===== src/rtl/tinymips_pkg.sv =====
// Shared tinymips definitions: instruction kinds, opcode/funct fields,
// control bundle and the instruction word encoder.
package tinymips_pkg;

  typedef enum logic [3:0] {
    K_ADD = 4'd0,
    K_SUB = 4'd1,
    K_AND = 4'd2,
    K_OR  = 4'd3,
    K_SLT = 4'd4,
    K_LW  = 4'd5,
    K_SW  = 4'd6,
    K_BEQ = 4'd7
  } instr_kind_t;

  localparam logic [5:0] OP_RTYPE = 6'b000000;
  localparam logic [5:0] OP_LW    = 6'b100011;
  localparam logic [5:0] OP_SW    = 6'b101011;
  localparam logic [5:0] OP_BEQ   = 6'b000100;

  localparam logic [5:0] FN_ADD = 6'b100000;
  localparam logic [5:0] FN_SUB = 6'b100010;
  localparam logic [5:0] FN_AND = 6'b100100;
  localparam logic [5:0] FN_OR  = 6'b100101;
  localparam logic [5:0] FN_SLT = 6'b101010;

  typedef struct packed {
    logic       reg_write;
    logic       mem_read;
    logic       mem_write;
    logic       branch;
    logic       alu_src;
    logic [5:0] funct;
  } control_sig_t;

  typedef struct packed {
    logic        legal;
    logic [31:0] word;
  } enc_t;

  function automatic enc_t encode(
    input logic [3:0]  kind,
    input logic [4:0]  rs,
    input logic [4:0]  rt,
    input logic [4:0]  rd,
    input logic [15:0] imm
  );
    enc_t       e;
    logic [5:0] op;
    logic [5:0] fn;
    op      = OP_RTYPE;
    fn      = '0;
    e.legal = 1'b1;
    case (kind)
      K_ADD:   fn = FN_ADD;
      K_SUB:   fn = FN_SUB;
      K_AND:   fn = FN_AND;
      K_OR:    fn = FN_OR;
      K_SLT:   fn = FN_SLT;
      K_LW:    op = OP_LW;
      K_SW:    op = OP_SW;
      K_BEQ:   op = OP_BEQ;
      default: e.legal = 1'b0;
    endcase
    if (op == OP_RTYPE) e.word = {op, rs, rt, rd, 5'd0, fn};
    else                e.word = {op, rs, rt, imm};
    if (!e.legal)       e.word = '0;
    return e;
  endfunction

endpackage


===== src/rtl/instr_fifo.sv =====
// Power-of-two word queue with occupancy count.
// Head reads as zero whenever the queue is empty.
module instr_fifo
  import tinymips_pkg::*;
#(
  parameter int DEPTH = 4,
  parameter int WIDTH = 32
) (
  input  logic                     clk,
  input  logic                     rst_n,
  input  logic                     push,
  input  logic                     pop,
  input  logic [WIDTH-1:0]         wdata,
  output logic [WIDTH-1:0]         rdata,
  output logic [$clog2(DEPTH):0]   count,
  output logic                     full,
  output logic                     empty
);

  localparam int AW = $clog2(DEPTH);
  localparam logic [AW:0]   CNT_ONE  = (AW+1)'(1);
  localparam logic [AW:0]   CNT_FULL = (AW+1)'(DEPTH);
  localparam logic [AW-1:0] PTR_ONE  = AW'(1);

  logic [WIDTH-1:0] mem [DEPTH];
  logic [AW-1:0]    wr_ptr_q, wr_ptr_d;
  logic [AW-1:0]    rd_ptr_q, rd_ptr_d;
  logic [AW:0]      count_q, count_d;
  logic             do_push, do_pop;

  assign full    = (count_q == CNT_FULL);
  assign empty   = (count_q == '0);
  assign count   = count_q;
  assign do_push = push & ~full;
  assign do_pop  = pop & ~empty;
  assign rdata   = empty ? '0 : mem[rd_ptr_q];

  always_comb begin
    wr_ptr_d = wr_ptr_q;
    rd_ptr_d = rd_ptr_q;
    count_d  = count_q;
    if (do_push) wr_ptr_d = wr_ptr_q + PTR_ONE;
    if (do_pop)  rd_ptr_d = rd_ptr_q + PTR_ONE;
    case ({do_push, do_pop})
      2'b10:   count_d = count_q + CNT_ONE;
      2'b01:   count_d = count_q - CNT_ONE;
      default: count_d = count_q;
    endcase
  end

  always_ff @(posedge clk or negedge rst_n) begin
    if (!rst_n) begin
      wr_ptr_q <= '0;
      rd_ptr_q <= '0;
      count_q  <= '0;
    end else begin
      wr_ptr_q <= wr_ptr_d;
      rd_ptr_q <= rd_ptr_d;
      count_q  <= count_d;
    end
  end

  // Storage is never read while empty, so it carries no reset.
  always_ff @(posedge clk) begin
    if (do_push) mem[wr_ptr_q] <= wdata;
  end

endmodule


===== src/rtl/instr_encoder.sv =====
// MIPS instruction encoder feeding an output word queue,
// with a sticky illegal-kind flag.
module instr_encoder
  import tinymips_pkg::*;
#(
  parameter int DEPTH = 4
) (
  input  logic                   CLK,
  input  logic                   RST_N,
  input  logic                   IN_VALID,
  output logic                   IN_READY,
  input  logic [3:0]             IN_KIND,
  input  logic [4:0]             RS,
  input  logic [4:0]             RT,
  input  logic [4:0]             RD,
  input  logic [15:0]            IMM,
  output logic                   OUT_VALID,
  input  logic                   OUT_READY,
  output logic [31:0]            OUT_INSTR,
  output logic [$clog2(DEPTH):0] OCCUPANCY,
  output logic                   ERR,
  input  logic                   ERR_CLR
);

  enc_t enc;
  logic accept;
  logic push;
  logic pop;
  logic full;
  logic empty;
  logic err_q, err_d;

  assign enc       = encode(IN_KIND, RS, RT, RD, IMM);
  assign IN_READY  = ~full;
  assign OUT_VALID = ~empty;
  assign accept    = IN_VALID & IN_READY;
  assign push      = accept & enc.legal;
  assign pop       = OUT_VALID & OUT_READY;
  assign ERR       = err_q;

  instr_fifo #(
    .DEPTH (DEPTH),
    .WIDTH (32)
  ) u_fifo (
    .clk   (CLK),
    .rst_n (RST_N),
    .push  (push),
    .pop   (pop),
    .wdata (enc.word),
    .rdata (OUT_INSTR),
    .count (OCCUPANCY),
    .full  (full),
    .empty (empty)
  );

  // A fresh illegal accept overrides a same-edge clear.
  always_comb begin
    err_d = err_q;
    if (ERR_CLR)              err_d = 1'b0;
    if (accept && !enc.legal) err_d = 1'b1;
  end

  always_ff @(posedge CLK or negedge RST_N) begin
    if (!RST_N) err_q <= 1'b0;
    else        err_q <= err_d;
  end

endmodule


===== config.mk =====
export PLATFORM = sky130hd
export DESIGN_NAME = instr_encoder
export DESIGN_NICKNAME = d
export VERILOG_FILES = /design/src/rtl/tinymips_pkg.sv /design/src/rtl/instr_fifo.sv /design/src/rtl/instr_encoder.sv
export SDC_FILE = /design/constraint.sdc
export NUM_CORES = 1
export LEC_CHECK = 0
export CAP_MARGIN = 5
export CELL_PAD_IN_SITES_DETAIL_PLACEMENT = 0
export CELL_PAD_IN_SITES_GLOBAL_PLACEMENT = 1
export CORE_MARGIN = 2
export CORE_UTILIZATION = 46
export CTS_CLUSTER_SIZE = 8
export DETAILED_ROUTE_END_ITERATION = 16
export HOLD_SLACK_MARGIN = 0.05
export PLACE_DENSITY_LB_ADDON = 0.1
export SLEW_MARGIN = 40
export SYNTH_ARGS = -nofsm -noshare
export SYNTH_HDL_FRONTEND = slang
export SYNTH_SLANG_ARGS = --single-unit

===== constraint.sdc =====
create_clock -name CLK -period 2.8 [get_ports CLK]
set_clock_uncertainty 0.2 [all_clocks]
set_input_delay 0.28 -clock CLK [delete_from_list [all_inputs] [get_ports CLK]]
set_output_delay 0.28 -clock CLK [all_outputs]
set_load 0.05 [all_outputs]

Yosys cells after proc, flatten, opt, wreduce, memory -nomap -nowiden
Memories as Yosys holds them, arrays and structs flattened.
Cells that the tools add are included.
W data, S select, Z words.

word-level totals
  memory bits (writable) = 128
  bits in latches = 0
  memories = 1
  input port bits = 40
  logic and storage cells = 45
  register bits after elaboration = 8
  bits in read-only memories = 0
  output and inout bits = 38

operators by class
  divide/modulo/power cells = 0
  multiplexer cells = 11
  $lt $le $gt $ge = 0
  $add $sub $neg = 4
  reduce and logical (&&, ||, !) cells = 8
  bitwise gates (word level) = 7
  multipliers = 0
  eq/ne operators = 10
  shift-type cells = 0

memory list
  name        depth  bits a word  read ports  clocked after memory_dff  wr ports  RTL line          RTL
  u_fifo.mem  4      32           1           0                         1         instr_fifo.sv:25  logic [WIDTH-1:0] mem [DEPTH];

operator list
  operator               number
  $mux W32               2
  $pmux W6 S5            1
  $pmux W6 S3            1
  $eq A4 B3 Y1 const B   4
  $mux W16               1
  $eq A4 B2 Y1 const B   2
  $reduce_or A8 Y1       1
  $logic_not A6 Y1       1
  $pmux W3 S2            1
  $and A1 B1 Y1          5
  $mux W1                5
  $add A2 B1 Y2 const B  2
  $eq A4 B1 Y1 const B   1
  $logic_not A4 Y1       1
  $reduce_bool A2 Y1     2
  $add A3 B1 Y3 const B  1
  $eq A3 B3 Y1 const B   1
  $logic_not A3 Y1       1
  $sub A3 B1 Y3 const B  1
  $eq A2 B1 Y1 const B   1
  $eq A2 B2 Y1 const B   1
  $not A1 Y1             2
  $logic_and A1 B1 Y1    1
  $logic_not A1 Y1       1

Logic depth before layout (Yosys ltp)
  word-level depth = 7
  depth in mapped cells = 10

Modules after synthesis
Synthesis repeated with hierarchy kept, for this count alone.

unflattened totals
  cell total of the unflattened synthesis = 307
  area, all modules = 5755.5 um2

by module, submodules not included
  module         cells each  times used  area an instance (um2)
  instr_fifo     242         1           5291.3
  instr_encoder  65          1           464.2

Worst setup path before layout
Ideal clock, no wire load.

  path kind = reg-to-reg
  start = reg u_fifo.count_q[2] (netlist: u_fifo.count[2])
  end = reg u_fifo.count_q[2] (netlist: u_fifo.count[2])
  path slack = -0.008 ns
  cell stages (with the launch flop) = 11
  arrival time = 2.526 ns
  period minus slack after synthesis = 2.808 ns
  path buffers = 1
  cell sequence = dfrtp_1 -> or3b_4 -> and3b_1 -> buf_6 -> inv_1 -> ha_1 -> inv_1 -> fa_1 -> xor2_1 -> nor2_1 -> xor2_1

on the way
  longest elaborated chain between the ends = 7

ends and longest elaborated chain
  element                                            RTL line             RTL
  start: declaration                                 instr_fifo.sv:28     logic [AW:0] count_q, count_d;
  start signal: assignment                           instr_fifo.sv:59     count_q <= count_d;
  $eq A3 B3 Y1 (*)                                   instr_fifo.sv:31     assign full = (count_q == CNT_FULL);
  $not A1 Y1 (*)                                     instr_encoder.sv:34  assign IN_READY = ~full;
  net IN_READY                                       instr_encoder.sv:11  output logic IN_READY,
  $and A1 B1 Y1                                      instr_encoder.sv:36  assign accept = IN_VALID & IN_READY;
  $and A1 B1 Y1                                      instr_encoder.sv:37  assign push = accept & enc.legal;
  $and A1 B1 Y1 (*)                                  instr_fifo.sv:34     assign do_push = push & ~full;
  $eq A2 B1 Y1 or $eq A2 B2 Y1 (tied branches)       instr_fifo.sv:44     case ({do_push, do_pop})
  $pmux W3 S2 or $reduce_bool A2 Y1 (tied branches)  -

The timed path passes the listed nets; every way through them passes the cells marked *.
A chain may end at the register's enable or synchronous reset.

Worst setup path in the final report
  start = reg u_fifo.rd_ptr_q[0]
  end = out OUT_INSTR[17]

on the way
  longest elaborated chain between the ends = 2

ends and longest elaborated chain
  element                   RTL line             RTL
  start: declaration        instr_fifo.sv:27     logic [AW-1:0] rd_ptr_q, rd_ptr_d;
  start signal: assignment  instr_fifo.sv:58     rd_ptr_q <= rd_ptr_d;
  $mem_v2 Z4 W32            -
  $mux W32                  instr_fifo.sv:36     assign rdata = empty ? '0 : mem[rd_ptr_q];
  end: declaration          instr_encoder.sv:19  output logic [31:0] OUT_INSTR,

Every way passes these cells.

==> flow_summary.json <==
{
  "fin_area_um2": 7000,
  "first_pass_iters": 5,
  "p_leak_nw": 2.47,
  "yosys.area.top_type": "edfxtp_1",
  "grt_overflow": 0,
  "totalWireLength_um": 9680,
  "critPathKind": "reg -> out",
  "drt-initial-drc-count": 157,
  "grt_max_degree": 32,
  "ios": 78,
  "synth-adder-area-share": 0.0160,
  "dp_cells": 486,
  "fmax_mhz": 390,
  "combPwrFrac": 0.496,
  "holdPathStages": 2,
  "nets": 416,
  "ant_nets": 0,
  "holdCritStartpoint": "ERR_CLR",
  "drv_cap": 0,
  "coreArea_um2": 10900,
  "num_vias": 2735,
  "grt_pass1_wl_um": 15400,
  "r2r_end": "u_fifo.count[2]",
  "place_area_um2": 6390,
  "power_mw": 8.78,
  "yosys_warnings": 0,
  "path_cells": "buf_12 > mux4_2 > and2_1 > buf_12",
  "synth.avg_cell_area_um2": 18.5,
  "synthCells": 279,
  "setup.worst_path.end_class": "output pin",
  "synth.distinct_cells": 31,
  "cp_common_cell": "buf_12",
  "h-tree-depth": 4,
  "path_clk_slew_ns": 0.06,
  "hold-worst-slack_ns": 0.132,
  "synthSimpleGateAreaFrac": 0.0902,
  "place.gp.congestion": 0.756,
  "synthMuxAreaShare": 0.140,
  "ys_seq_elements": 124,
  "ctsLongestPathBuffers": 2,
  "netlist_area_um2": 5160,
  "routedWlPerCell_um": 18.5,
  "crit_fanout": 15,
  "fin_cells": 523,
  "crit_buf_inv": 2,
  "finalCriticalPeriod_ns": 2.56,
  "synth_top_family_by_area": "multiplexers",
  "status": "finished, final reports clean",
  "internal_power_mw": 5.61,
  "synth_xor_area_frac": 0.0102,
  "num_rows": 38,
  "cts_sinks": 124,
  "post-route-period-util": 0.916,
  "root_buffer": "clkbuf_8",
  "die_h_um": 110,
  "hpwl_um": 5850,
  "drc": 0,
  "reg2reg_slack_ns": 0.28,
  "cts_buffers": 17,
  "cp.required_ns": 2.32,
  "drive_above_1_share": 0.305,
  "reg2reg_depth": 9,
  "syn_nets": 325,
  "start_util": 0.474,
  "track_usage": 0.179,
  "ys_seq_area_frac": 0.714,
  "pwr-share-clk": 0.233,
  "syn2layout_area_growth_pct": 35.7,
  "avgViaCountPerCell": 5.23,
  "cts_tree": "yes",
  "p_per_area_nw_per_um2": 1250,
  "hold_viol_final": 0,
  "ir_drop_mv": 0.885,
  "antenna_cells": 0,
  "slew_violations": 0,
  "power_frac_seq": 0.271,
  "critPathArrivalTime_ns": 2.08,
  "tns_ns": 0,
  "rsz0062_at_grt": "no",
  "dieArea_um2": 12100,
  "antenna_found_initial": 0,
  "worstSetupStartpointType": "flip-flop",
  "max-slew-margin-rel": 0.454,
  "critPathMaxStageDelay_ns": 0.55,
  "synth_area_leaders": "edfxtp_1 (67%), mux4_2 (13%), and2_1 (5.0%)",
  "critPathSlowestCell": "mux4_2",
  "critPathTopFamily": "multiplexers",
  "grt_pass1_vias": 2868,
  "max_slew.worst_pin.slew_ns": 0.818,
  "power.share.switching": 0.361,
  "yosysTopAreaCellShare": 0.675,
  "p_sw_mw": 3.17,
  "synth_compound_area_frac": 0.00776,
  "rr_startpoint": "u_fifo.count[0]",
  "die_x_um": 110,
  "clk_latency_ns": 0.51,
  "hold_class": "in -> reg",
  "finalSetupViolations": 0,
  "whs_endpoint": "ERR",
  "portBuffers": 76
}
[per-stage QoR]
stage	setup WS [ns]	util
2_1_floorplan	0.0248	-
3_3_place_gp	0.333	0.587
3_5_place_dp	0.277	0.587
4_1_cts	0.0197	0.640
5_1_grt	0.126	0.643
6_report	0.236	0.643
[how the worst max path moves through the flow]
stage,startpoint,end,slack (ns),depth (start not counted)
floorplan,u_fifo.count[0],u_fifo.count[2],0.02,10
global placement,IN_KIND[3],u_fifo.mem[1][4],0.33,3
detailed placement,IN_KIND[3],u_fifo.mem[1][4],0.28,3
CTS,u_fifo.rd_ptr_q[0],OUT_INSTR[17],0.02,4
global route,u_fifo.count[0],u_fifo.count[2],0.13,9
finish,u_fifo.rd_ptr_q[0],OUT_INSTR[17],0.24,4
[sequential cells by signal, indices dropped and copies added, names as in the netlist]
name             count
u_fifo.count         3
u_fifo.mem         116
ERR                  1
u_fifo.wr_ptr_q      2
u_fifo.rd_ptr_q      2
[layout by cell type (no fill, tap or decap), types with 2 or more instances in the layout]
master / n
a21oi_1: 2
and2_1: 37
and2_4: 3
buf_12: 32
buf_4: 11
bufinv_16: 2
clkbuf_16: 16
clkdlybuf4s50_1: 44
clkinv_2: 4
clkinv_4: 2
clkinvlp_4: 4
dfrtp_1: 6
edfxtp_1: 116
ha_1: 5
inv_1: 7
inv_6: 2
mux2_2: 5
mux4_2: 29
nand2_1: 2
nand3_1: 2
nor2_1: 8
nor2b_1: 16
nor3b_1: 2
o21ai_0: 3
xnor2_1: 3
xor2_1: 3
[power by group through the flow]
| stage | combinational (mW) | clock, mW | sequential [mW] |
|---|---|---|---|
| detailed placement | 4.31 | 0 | 2.46 |
| CTS | 4.32 | 2.08 | 2.43 |
| floorplan | 2.37 | 0 | 2.47 |
| global route | 4.59 | 2.15 | 2.40 |
| finish | 4.35 | 2.05 | 2.38 |
| global placement | 4.31 | 0 | 2.45 |
[cells by family after synthesis]
group / count (synthesis)
simple gates: 77
mux: 35
xor+xnor: 6
fa+ha+maj: 6
compound gates: 7
flops: 124
buf+inv: 23
other cells: 1
[repair_timing]
item | 4_1_cts | 5_1_grt
hold endpoints to repair | 8 | 0
resized for setup | 1 | 0
hold buffers | 1 | 0
setup endpoints to repair | 19 | 4
buffers inserted | 0 | 4
[final cells by class]
| cell class | instances | area [um2] |
|---|---|---|
| tap | 140 | 175 |
| timing repair buffer | 88 | 1170 |
| fill | 773 | 3880 |
| multi-input combinational | 132 | 1380 |
| clock buffer | 18 | 418 |
| clock inverter | 14 | 145 |
| sequential | 124 | 3690 |
| inverter | 7 | 26.3 |
[Yosys cell counts (all sizes together)]
cell type and count:
and3b 1, o21ai 3, xnor2 3, o21a 1, mux2 6, inv 7, mux4 29, nor3b 2
nor2b 16, o211ai 1, a21oi 2, nand2 2, clkbuf 8, nor3 1, and2 41, buf 8
xor2 3, edfxtp 116, nand2b 1, nand3 2, or3b 2, conb 1, or3 1, dfrtp 8
ha 5, fa 1, nor2 8
[metal layers]
| metal | vias up | routed length (um) | global-route usage |
|---|---|---|---|
| li1 | 1247 | - | - |
| met1 | 1391 | 4250 | 0.239 |
| met2 | 84 | 4790 | 0.284 |
| met3 | 13 | 513 | 0.0486 |
| met4 | 0 | 130 | 0.0642 |
| met5 | - | 0 | 0 |
[worst register-to-register path, stage by stage (launching register included)]
cell and delay, ns:
dfrtp_1 0.42, or3b_4 0.42, and3b_1 0.28, inv_1 0.09
ha_1 0.17, inv_1 0.06, fa_1 0.37, xor2_1 0.15
nor2_1 0.13, xor2_1 0.15
No activity file was read; power rests on OpenSTA's default activity.
